## config.mk

```make
export PLATFORM = sky130hd
export DESIGN_NAME = uart_rx_param
export DESIGN_NICKNAME = d
export VERILOG_FILES = /design/src/rtl/uart_rx_param.sv
export SDC_FILE = /design/constraint.sdc
export NUM_CORES = 1
export LEC_CHECK = 0
export BUFFER_PORTS_ARGS = -buffer_cell sky130_fd_sc_hd__buf_2
export CELL_PAD_IN_SITES_DETAIL_PLACEMENT = 0
export CELL_PAD_IN_SITES_GLOBAL_PLACEMENT = 1
export CORE_MARGIN = 4
export CORE_UTILIZATION = 35
export CTS_BUF_LIST = sky130_fd_sc_hd__clkbuf_8
export DETAILED_ROUTE_END_ITERATION = 12
export GPL_TIMING_DRIVEN = 1
export PLACE_DENSITY = 0.64
export REMOVE_ABC_BUFFERS = 1
export SETUP_SLACK_MARGIN = 0.05
export SKIP_LAST_GASP = 1
export SLEW_MARGIN = 30
export SYNTH_ARGS = -nofsm -noshare
export SYNTH_HDL_FRONTEND = slang
export SYNTH_SLANG_ARGS = --single-unit
export TNS_END_PERCENT = 50
```

## constraint.sdc

```tcl
create_clock -name clock -period 2.67 [get_ports clock]
set_input_delay 0.534 -clock clock [delete_from_list [all_inputs] [get_ports clock]]
set_output_delay 0.534 -clock clock [all_outputs]
set_load 0.05 [all_outputs]
```

## src/rtl/uart_rx_param.sv

```systemverilog
// Oversampling UART receiver with configurable width, parity, stop bits and ratio.
// Define UART_RX_MAJORITY_EN to decide each bit by a 2-of-3 vote around its sample point.
module uart_rx_param #(
  parameter int DATA_BITS  = 8,
  parameter int OVERSAMPLE = 16,
  parameter int PARITY     = 0,
  parameter int STOP_BITS  = 1
) (
  input  logic                 clock,
  input  logic                 reset_n,
  input  logic                 rx,
  input  logic                 tick,
  input  logic                 clear,
  output logic                 rdy,
  output logic [DATA_BITS-1:0] out_rx,
  output logic                 parity_err,
  output logic                 frame_err,
  output logic                 overrun,
  output logic                 busy
);

  localparam int            SW        = $clog2(OVERSAMPLE);
  localparam logic [SW-1:0] HALF_M1   = SW'(OVERSAMPLE/2 - 1);
  localparam logic [SW-1:0] FULL_M1   = SW'(OVERSAMPLE - 1);
  localparam logic [3:0]    LAST_DATA = 4'(DATA_BITS - 1);
  localparam logic [3:0]    LAST_STOP = 4'(STOP_BITS - 1);

  typedef enum logic [2:0] {S_IDLE, S_START, S_DATA, S_PARITY, S_STOP} state_t;

  state_t                 state;
  logic [1:0]             sync_q;
  logic                   rx_s;
  logic                   bit_val;
  logic [SW-1:0]          sample_cnt;
  logic [3:0]             bit_cnt;
  logic [DATA_BITS-1:0]   shreg;
  logic                   pe_pend, fe_pend;
  logic                   par_x, par_bad;

  always_ff @(posedge clock or negedge reset_n) begin
    if (!reset_n) sync_q <= 2'b11;
    else          sync_q <= {sync_q[0], rx};
  end
  assign rx_s = sync_q[1];

`ifdef UART_RX_MAJORITY_EN
  // Two registered samples plus the live one form the N-2, N-1, N window.
  logic [1:0] samp_q;
  always_ff @(posedge clock or negedge reset_n) begin
    if (!reset_n)  samp_q <= 2'b11;
    else if (tick) samp_q <= {samp_q[0], rx_s};
  end
  assign bit_val = (samp_q[1] & samp_q[0]) | (samp_q[1] & rx_s) | (samp_q[0] & rx_s);
`else
  assign bit_val = rx_s;
`endif

  assign par_x   = ^shreg ^ bit_val;
  assign par_bad = (PARITY == 1) ? ~par_x : par_x;

  always_ff @(posedge clock or negedge reset_n) begin
    if (!reset_n) begin
      state      <= S_IDLE;
      sample_cnt <= '0;
      bit_cnt    <= '0;
      shreg      <= '0;
      pe_pend    <= 1'b0;
      fe_pend    <= 1'b0;
      rdy        <= 1'b0;
      out_rx     <= '0;
      parity_err <= 1'b0;
      frame_err  <= 1'b0;
      overrun    <= 1'b0;
      busy       <= 1'b0;
    end else begin
      if (clear) begin
        rdy     <= 1'b0;
        overrun <= 1'b0;
      end
      if (tick) begin
        case (state)
          S_IDLE: if (!rx_s) begin
            state      <= S_START;
            sample_cnt <= '0;
            pe_pend    <= 1'b0;
            fe_pend    <= 1'b0;
            busy       <= 1'b1;
          end
          S_START: begin
            if (sample_cnt == HALF_M1) begin
              if (bit_val) begin
                state <= S_IDLE;
                busy  <= 1'b0;
              end else begin
                state      <= S_DATA;
                sample_cnt <= '0;
                bit_cnt    <= '0;
              end
            end else sample_cnt <= sample_cnt + 1'b1;
          end
          S_DATA: begin
            if (sample_cnt == FULL_M1) begin
              sample_cnt <= '0;
              shreg      <= {bit_val, shreg[DATA_BITS-1:1]};
              bit_cnt    <= bit_cnt + 1'b1;
              if (bit_cnt == LAST_DATA) begin
                bit_cnt <= '0;
                state   <= (PARITY != 0) ? S_PARITY : S_STOP;
              end
            end else sample_cnt <= sample_cnt + 1'b1;
          end
          S_PARITY: begin
            if (sample_cnt == FULL_M1) begin
              sample_cnt <= '0;
              pe_pend    <= par_bad;
              state      <= S_STOP;
            end else sample_cnt <= sample_cnt + 1'b1;
          end
          S_STOP: begin
            if (sample_cnt == FULL_M1) begin
              sample_cnt <= '0;
              bit_cnt    <= bit_cnt + 1'b1;
              if (!bit_val) fe_pend <= 1'b1;
              // Leave at mid-stop so the next start edge is caught with half a bit of margin.
              if (bit_cnt == LAST_STOP) begin
                state      <= S_IDLE;
                busy       <= 1'b0;
                bit_cnt    <= '0;
                out_rx     <= shreg;
                parity_err <= pe_pend;
                frame_err  <= fe_pend | ~bit_val;
                rdy        <= 1'b1;
                overrun    <= rdy & ~clear;
              end
            end else sample_cnt <= sample_cnt + 1'b1;
          end
          default: begin
            state      <= S_IDLE;
            busy       <= 1'b0;
            sample_cnt <= '0;
            bit_cnt    <= '0;
          end
        endcase
      end
    end
  end

endmodule
```

==> results of run 1 <==
-- cell usage in the layout (no fill, tap or decap), types with 2 or more instances in the layout --
cell type / synthesis / layout
mux2_1: 7 / 7
ha_1: 3 / 3
nand3b_1: 3 / 3
buf_2: 6 / 17
a22o_1: 2 / 2
dfrtp_1: 34 / 34
dfstp_2: 2 / 2
inv_1: 6 / 6
nand4_2: 2 / 2
nand2_1: 11 / 11
nor3b_1: 2 / 2
mux2_2: 10 / 10
a31oi_1: 3 / 3
nor2_2: 2 / 2
clkbuf_8: 0 / 5
nor2_1: 9 / 9
nand2b_1: 3 / 3
xnor2_1: 8 / 8
nor2b_1: 2 / 2
nor3_1: 3 / 3
nand3_1: 4 / 4
a21oi_1: 2 / 2
o21ai_0: 10 / 10
a32o_1: 2 / 2
-- path summary, 6_finish.rpt --
kind | startpoint | slack [ns] | endpoint
min | reset_n | 0.33 | state[1]
max | bit_cnt[0] | 0.54 | out_rx[7]
min reg2reg | sync_q[0] | 0.36 | sync_q[1]
max reg2reg | bit_cnt[0] | 0.54 | out_rx[7]
max in group asynchronous | reset_n | 1.83 | fe_pend
min in group clock | rx | 0.34 | sync_q[0]
-- logic make-up after synthesis --
| logic type | share of synthesized area |
|---|---|
| mux | 0.110 |
| simple gates | 0.173 |
| xor+xnor | 0.0429 |
| compound gates | 0.130 |
| buf+inv | 0.0327 |
| fa+ha+maj | 0.0204 |
| flops | 0.491 |
-- through the flow --
step	std cells	power, µW	setup slack (ns)
finish	251	1600	0.536
CTS	251	1620	0.500
global placement	243	1110	0.605
detailed placement	243	1120	0.511
floorplan	156	1010	0.782
global route	251	1700	0.366
-- critical path, delay by kind of cell, from the launching register on --
kind	cells	cell delay, ns
simple gates	3	0.91
flops	1	0.43
mux	1	0.47
buf+inv	1	0.08
fa+ha+maj	1	0.13
-- report_power, final --
part,internal [µW],switching [µW]
registers,599,129
logic,165,218
clock network,281,211
-- sequential cells by signal, summed over array words and instances, names as in the netlist --
register,flops
shreg,8
pe_pend,1
sync_q,2
frame_err,1
state,3
busy,1
sample_cnt,4
parity_err,1
out_rx,8
rdy,1
overrun,1
fe_pend,1
bit_cnt,4
-- layer usage --
| layer | up-vias | wire, µm | global-route usage | share of wire |
|---|---|---|---|---|
| li1 | 618 | - | - | - |
| met1 | 641 | 1710 | 0.177 | 0.48 |
| met2 | 28 | 1620 | 0.181 | 0.46 |
| met4 | 0 | 39 | 0.0405 | 0.011 |
| met3 | 5 | 188 | 0.0336 | 0.053 |
| met5 | - | 0 | 0 | 0 |
-- final cells by class --
cell class / count / area share
clock buffer: 5 / 0.0330
sequential: 36 / 0.433
timing repair buffer: 17 / 0.0407
inverter: 6 / 0.0108
tap: 70 / 0.0419
multi-input combinational: 114 / 0.419
clock inverter: 3 / 0.0222
==> out/results.txt, run 1 <==
Share of the synthesized area in the top cell type - 0.463
Most area-hungry cell type in the Yosys netlist - dfrtp_1
Storage element area - 903 µm²
Inserted Clock Buffers - 5
Status - completed
Filler Cell Count - 519
Worst-margin pin slew - 0.806 ns
Worst Path Arrival - 2.30 ns
Final Util - 0.409
Routed len/inst - 14.2 µm
Crit-path cells - inv_1 -> ha_1 -> or3b_4 -> nor2_2 -> nand4_2 -> mux2_1
Fin Hold WS - 0.329 ns
Post-DP HPWL - 2460 µm
Post-synthesis cell type count - 51
EDFF count, synth - 0
Setup TNS Final - 0 ns
Nets@finish - 188
Vias - 1292
IO buf count - 17
Max Slew Vio Count - 0
Top post-synthesis cells by area - dfrtp_1, mux2_2, mux2_1
Inserted Diodes - 0
R2R cell count - 6
Post-Syn Instances - 164
Cell area after synthesis - 0.00184 mm²
Post-CTS resize count - 0
Critical-path top delay cell - mux2_1
Initial DRC count - 90
I/O pin count - 18
Total routed wirelength - 3570 µm
Multi-input logic area - 875 µm²
Min Tclk post-route - 2.13 ns
Core box area - 0.00511 mm²
Tcrit/Tclk final - 0.799
Reg clk slew, reported paths - 0.08 ns
FF+latch count, synth - 36
Worst VDD drop - 337 µV
Slew headroom - 0.463
Vias in the first global route - 1255
Final hold violations - 0
Drt first pass iters - 4
CTS tree - yes
Worst-path fanout max - 13
Placed standard-cell area - 0.00197 mm²
Unrepaired setup endpoints after global routing - false
Worst EP required - 2.84 ns
Max-Cap Viols - 0
Most instantiated cells after synthesis - dfrtp_1, nand2_1, mux2_2, o21ai_0, nor2_1
Die area - 0.00647 mm²
Post-CTS Setup Bufs - 0
H-tree levels - 2
# setup viols final - 0
Seq/Total Area, Yosys - 0.491
Leak pwr - 0.000970 µW
Antenna violations before repair - 0
Grt ovf - 0
Rows - 26
Area grow syn2layout - 13.6%
Share of layout cells above drive strength 1 - 0.282
Setup crit end kind - flop
Clk buf depth - 2
DR vias/cell - 5.15
Initial core utilization - 0.360
Layout Skew - 0.00582 ns
Worst skew pair latency - 0.29 ns
Gp weighted congestion - 0.757
ANT nets after route - 0
Avg Inst Size Synth - 11.2 µm²
DIE HEIGHT - 80.5 µm
Most common cell in the netlist - dfrtp_1
FMAX - 469 MHz
Hold bufs inserted after CTS - 0
Startpoint types - flop
Largest net degree at the start of global routing - 37
First-pass GRT wire length - 6240 µm
Crit Path Class - flop to flop
Die X - 80.5 µm
Primary FF master, synth - dfrtp_1
Synth warn - 0
# DRC - 0
Worst Hold Class - primary input to async pin
Critical path's largest stage delay - 0.47 ns
Post-Layout Inst Area - 0.00209 mm²
Pwr Density - 768 mW/mm²
Sink Count - 36
Post-synthesis async set-or-reset flop share - 1.00
Root buffer cell - clkbuf_8
GRT Total Usage - 0.124
(Power assumes the default switching activity.)
==> run 2, diff against run 1 <==
PLACE_DENSITY = 0.66   (was 0.64)
clock period = 1.8 ns   (was 2.67 ns; I/O delays follow)
==> out/results.txt, run 2 (synthesis results as in run 1) <==
Core box area - 0.00511 mm² (unchanged)
Slew headroom - 0.732 (+0.269)
Violated checks - setup timing
Critical path's largest stage delay - 0.41 ns (-0.06 ns)
Max-Cap Viols - 0 (unchanged)
Antenna violations before repair - 0 (unchanged)
CP top delay family - simple AND/OR/NAND/NOR gates
Filler Cell Count - 500 (-3.7%)
Worst VDD drop - 509 µV (+51%)
Gp weighted congestion - 0.800 (+5.6%)
I/O pin count - 18 (unchanged)
Worst Hold Class - primary input to flop
Commonest non-fill, non-tap cells in the layout - dfrtp_1, buf_4, buf_2, mux2_2, nand2_1
Met1 wire length - 1790 µm (+4.4%)
Multi-input logic area - 985 µm² (+13%)
Biggest regs - out_rx x8, shreg x8
Drt first pass iters - 4 (unchanged)
Metal2 WL - 1940 µm (+19%)
Worst path bufs/invs - 2 (+1)
Final hold violations - 0 (unchanged)
CTS tree - yes
Largest net degree at the start of global routing - 18 (-51%)
Nets@finish - 211 (+12%)
Final WS setup - -0.0305 ns (-0.567 ns)
Crit Path Class - flop to flop
Inserted Diodes - 0 (unchanged)
Commonest non-fill, non-tap cell in the layout - dfrtp_1
DR vias/cell - 4.95 (-3.9%)
Startpoint types - flop
H-tree levels - 2 (unchanged)
# setup viols final - 9 (+9)
Worst-margin pin slew - 0.402 ns (-0.403 ns)
Unrepaired setup endpoints after global routing - true
Total routed wirelength - 3890 µm (+9.2%)
Rows - 26 (unchanged)
Wire length on met3 - 124 µm (-34%)
Die X - 80.5 µm (unchanged)
Tcrit/Tclk final - 1.02 (+0.218)
ANT nets after route - 0 (unchanged)
Post-DP HPWL - 2800 µm (+14%)
Worst-path fanout max - 7 (-6)
Setup crit end kind - flop
Max Slew Vio Count - 0 (unchanged)
Top sig layer - met4
Die area - 0.00647 mm² (unchanged)
Critical-path top delay cell - or3b_4
Leak pwr - 0.00111 µW (+15%)
DIE HEIGHT - 80.5 µm (unchanged)
Total power - 2470 µW (+54%)
Root buffer cell - clkbuf_8
Vias - 1356 (+5.0%)
Routed len/inst - 14.2 µm (about the same)
Reg clk slew, reported paths - 0.07 ns (about the same)
IO buf count - 17 (unchanged)
Share of layout cells above drive strength 1 - 0.417 (+0.135)
Clk buf depth - 2 (unchanged)
Non-Filler Instances - 274 (+9.2%)
Sink Count - 36 (unchanged)
Initial DRC count - 72 (-20%)
First-pass GRT wire length - 6550 µm (+5.0%)
FMAX - 546 MHz (+17%)
# DRC - 0 (unchanged)
Min Tclk post-route - 1.83 ns (-0.303 ns)
Worst skew pair latency - 0.29 ns (about the same)
Inserted Clock Buffers - 5 (unchanged)
Post-Place Cells - 264 (+8.6%)
Layout Skew - 0.00748 ns (+0.00166 ns)
Crit-path cells - inv_1 -> ha_1 -> or3b_4 -> nor2_4 -> nand4_4 -> buf_12 -> mux2_4
Status - finished, violations left
Final Util - 0.466 (+0.0576)
Area grow syn2layout - 29.6%
Worst Path Arrival - 2.00 ns (-0.30 ns)
Initial core utilization - 0.360 (unchanged)
Pwr Density - 1040 mW/mm² (+35%)
Storage element area - 905 µm² (+0.14%)
GRT Total Usage - 0.131 (+0.00673)
Worst EP required - 1.97 ns (-0.87 ns)
Vias in the first global route - 1372 (+9.3%)
Grt ovf - 0 (unchanged)
==> run 2: cell count changes in the layout (fill, tap and decap cells not counted), sizes merged <==
cell         previous run  this run
buf                    17        38
bufinv                  1         0
clkbuf                  5         6
clkinv                  0         1
dlygate4sd3             0         1
==> run 2: layout make-up <==
class                           count  share of cell area
Clock buffer                        5              0.0289
Clock inverter                      3             0.00840
Inverter                            6             0.00945
Multi-Input combinational cell    114               0.413
Sequential cell                    36               0.380
Tap cell                           70              0.0368
Timing Repair Buffer               40               0.123
==> run 2: what timing repair did <==
action                     CTS  global route
setup endpoints to repair   17            22
pin swaps                    4             6
cloned                       0             1
resized for setup            5            19
hold endpoints to repair     9             0
hold buffers                 1             0
setup buffers                0             1
==> run 2: metal layers <==
metal  track usage  vias up
li1              -      671
met1         0.170      656
met2         0.215       23
met3        0.0314        6
met4        0.0405        0
met5             0        -
==> run 2: worst paths after layout <==
kind | slack (ns) | endpoint | cells after the start | startpoint
min | 0.16 | sync_q[0] | 1 | rx
min in group asynchronous | 0.53 | bit_cnt[2] | 2 | reset_n
max reg2reg | -0.03 | parity_err | 7 | bit_cnt[0]
max | -0.03 | parity_err | 7 | bit_cnt[0]
min reg2reg | 0.36 | sync_q[1] | 0 | sync_q[0]
max in group asynchronous | 0.77 | state[0] | 3 | reset_n
==> run 2: metrics by stage <==
stage	TNS [ns]	hold slack, ns	setup WS, ns	cell area (µm²)
finish	-0.187	0.164	-0.0305	2380
global placement	-0.00644	0.306	-0.00644	2140
global route	-1.23	0.147	-0.0973	2380
CTS	-0.0914	0.154	-0.0246	2270
floorplan	-0.725	0.0644	-0.0879	1800
detailed placement	-0.192	0.311	-0.0501	2140
==> run 2: report_power, final <==
part / total (µW) / switching, µW / leakage (µW) / internal [µW]
Sequential: 1010 / 116 / 0.000486 / 893
Combinational: 900 / 490 / 0.000583 / 410
Clock: 561 / 292 / 0.0000455 / 269
Total: 2470 / 899 / 0.00111 / 1570
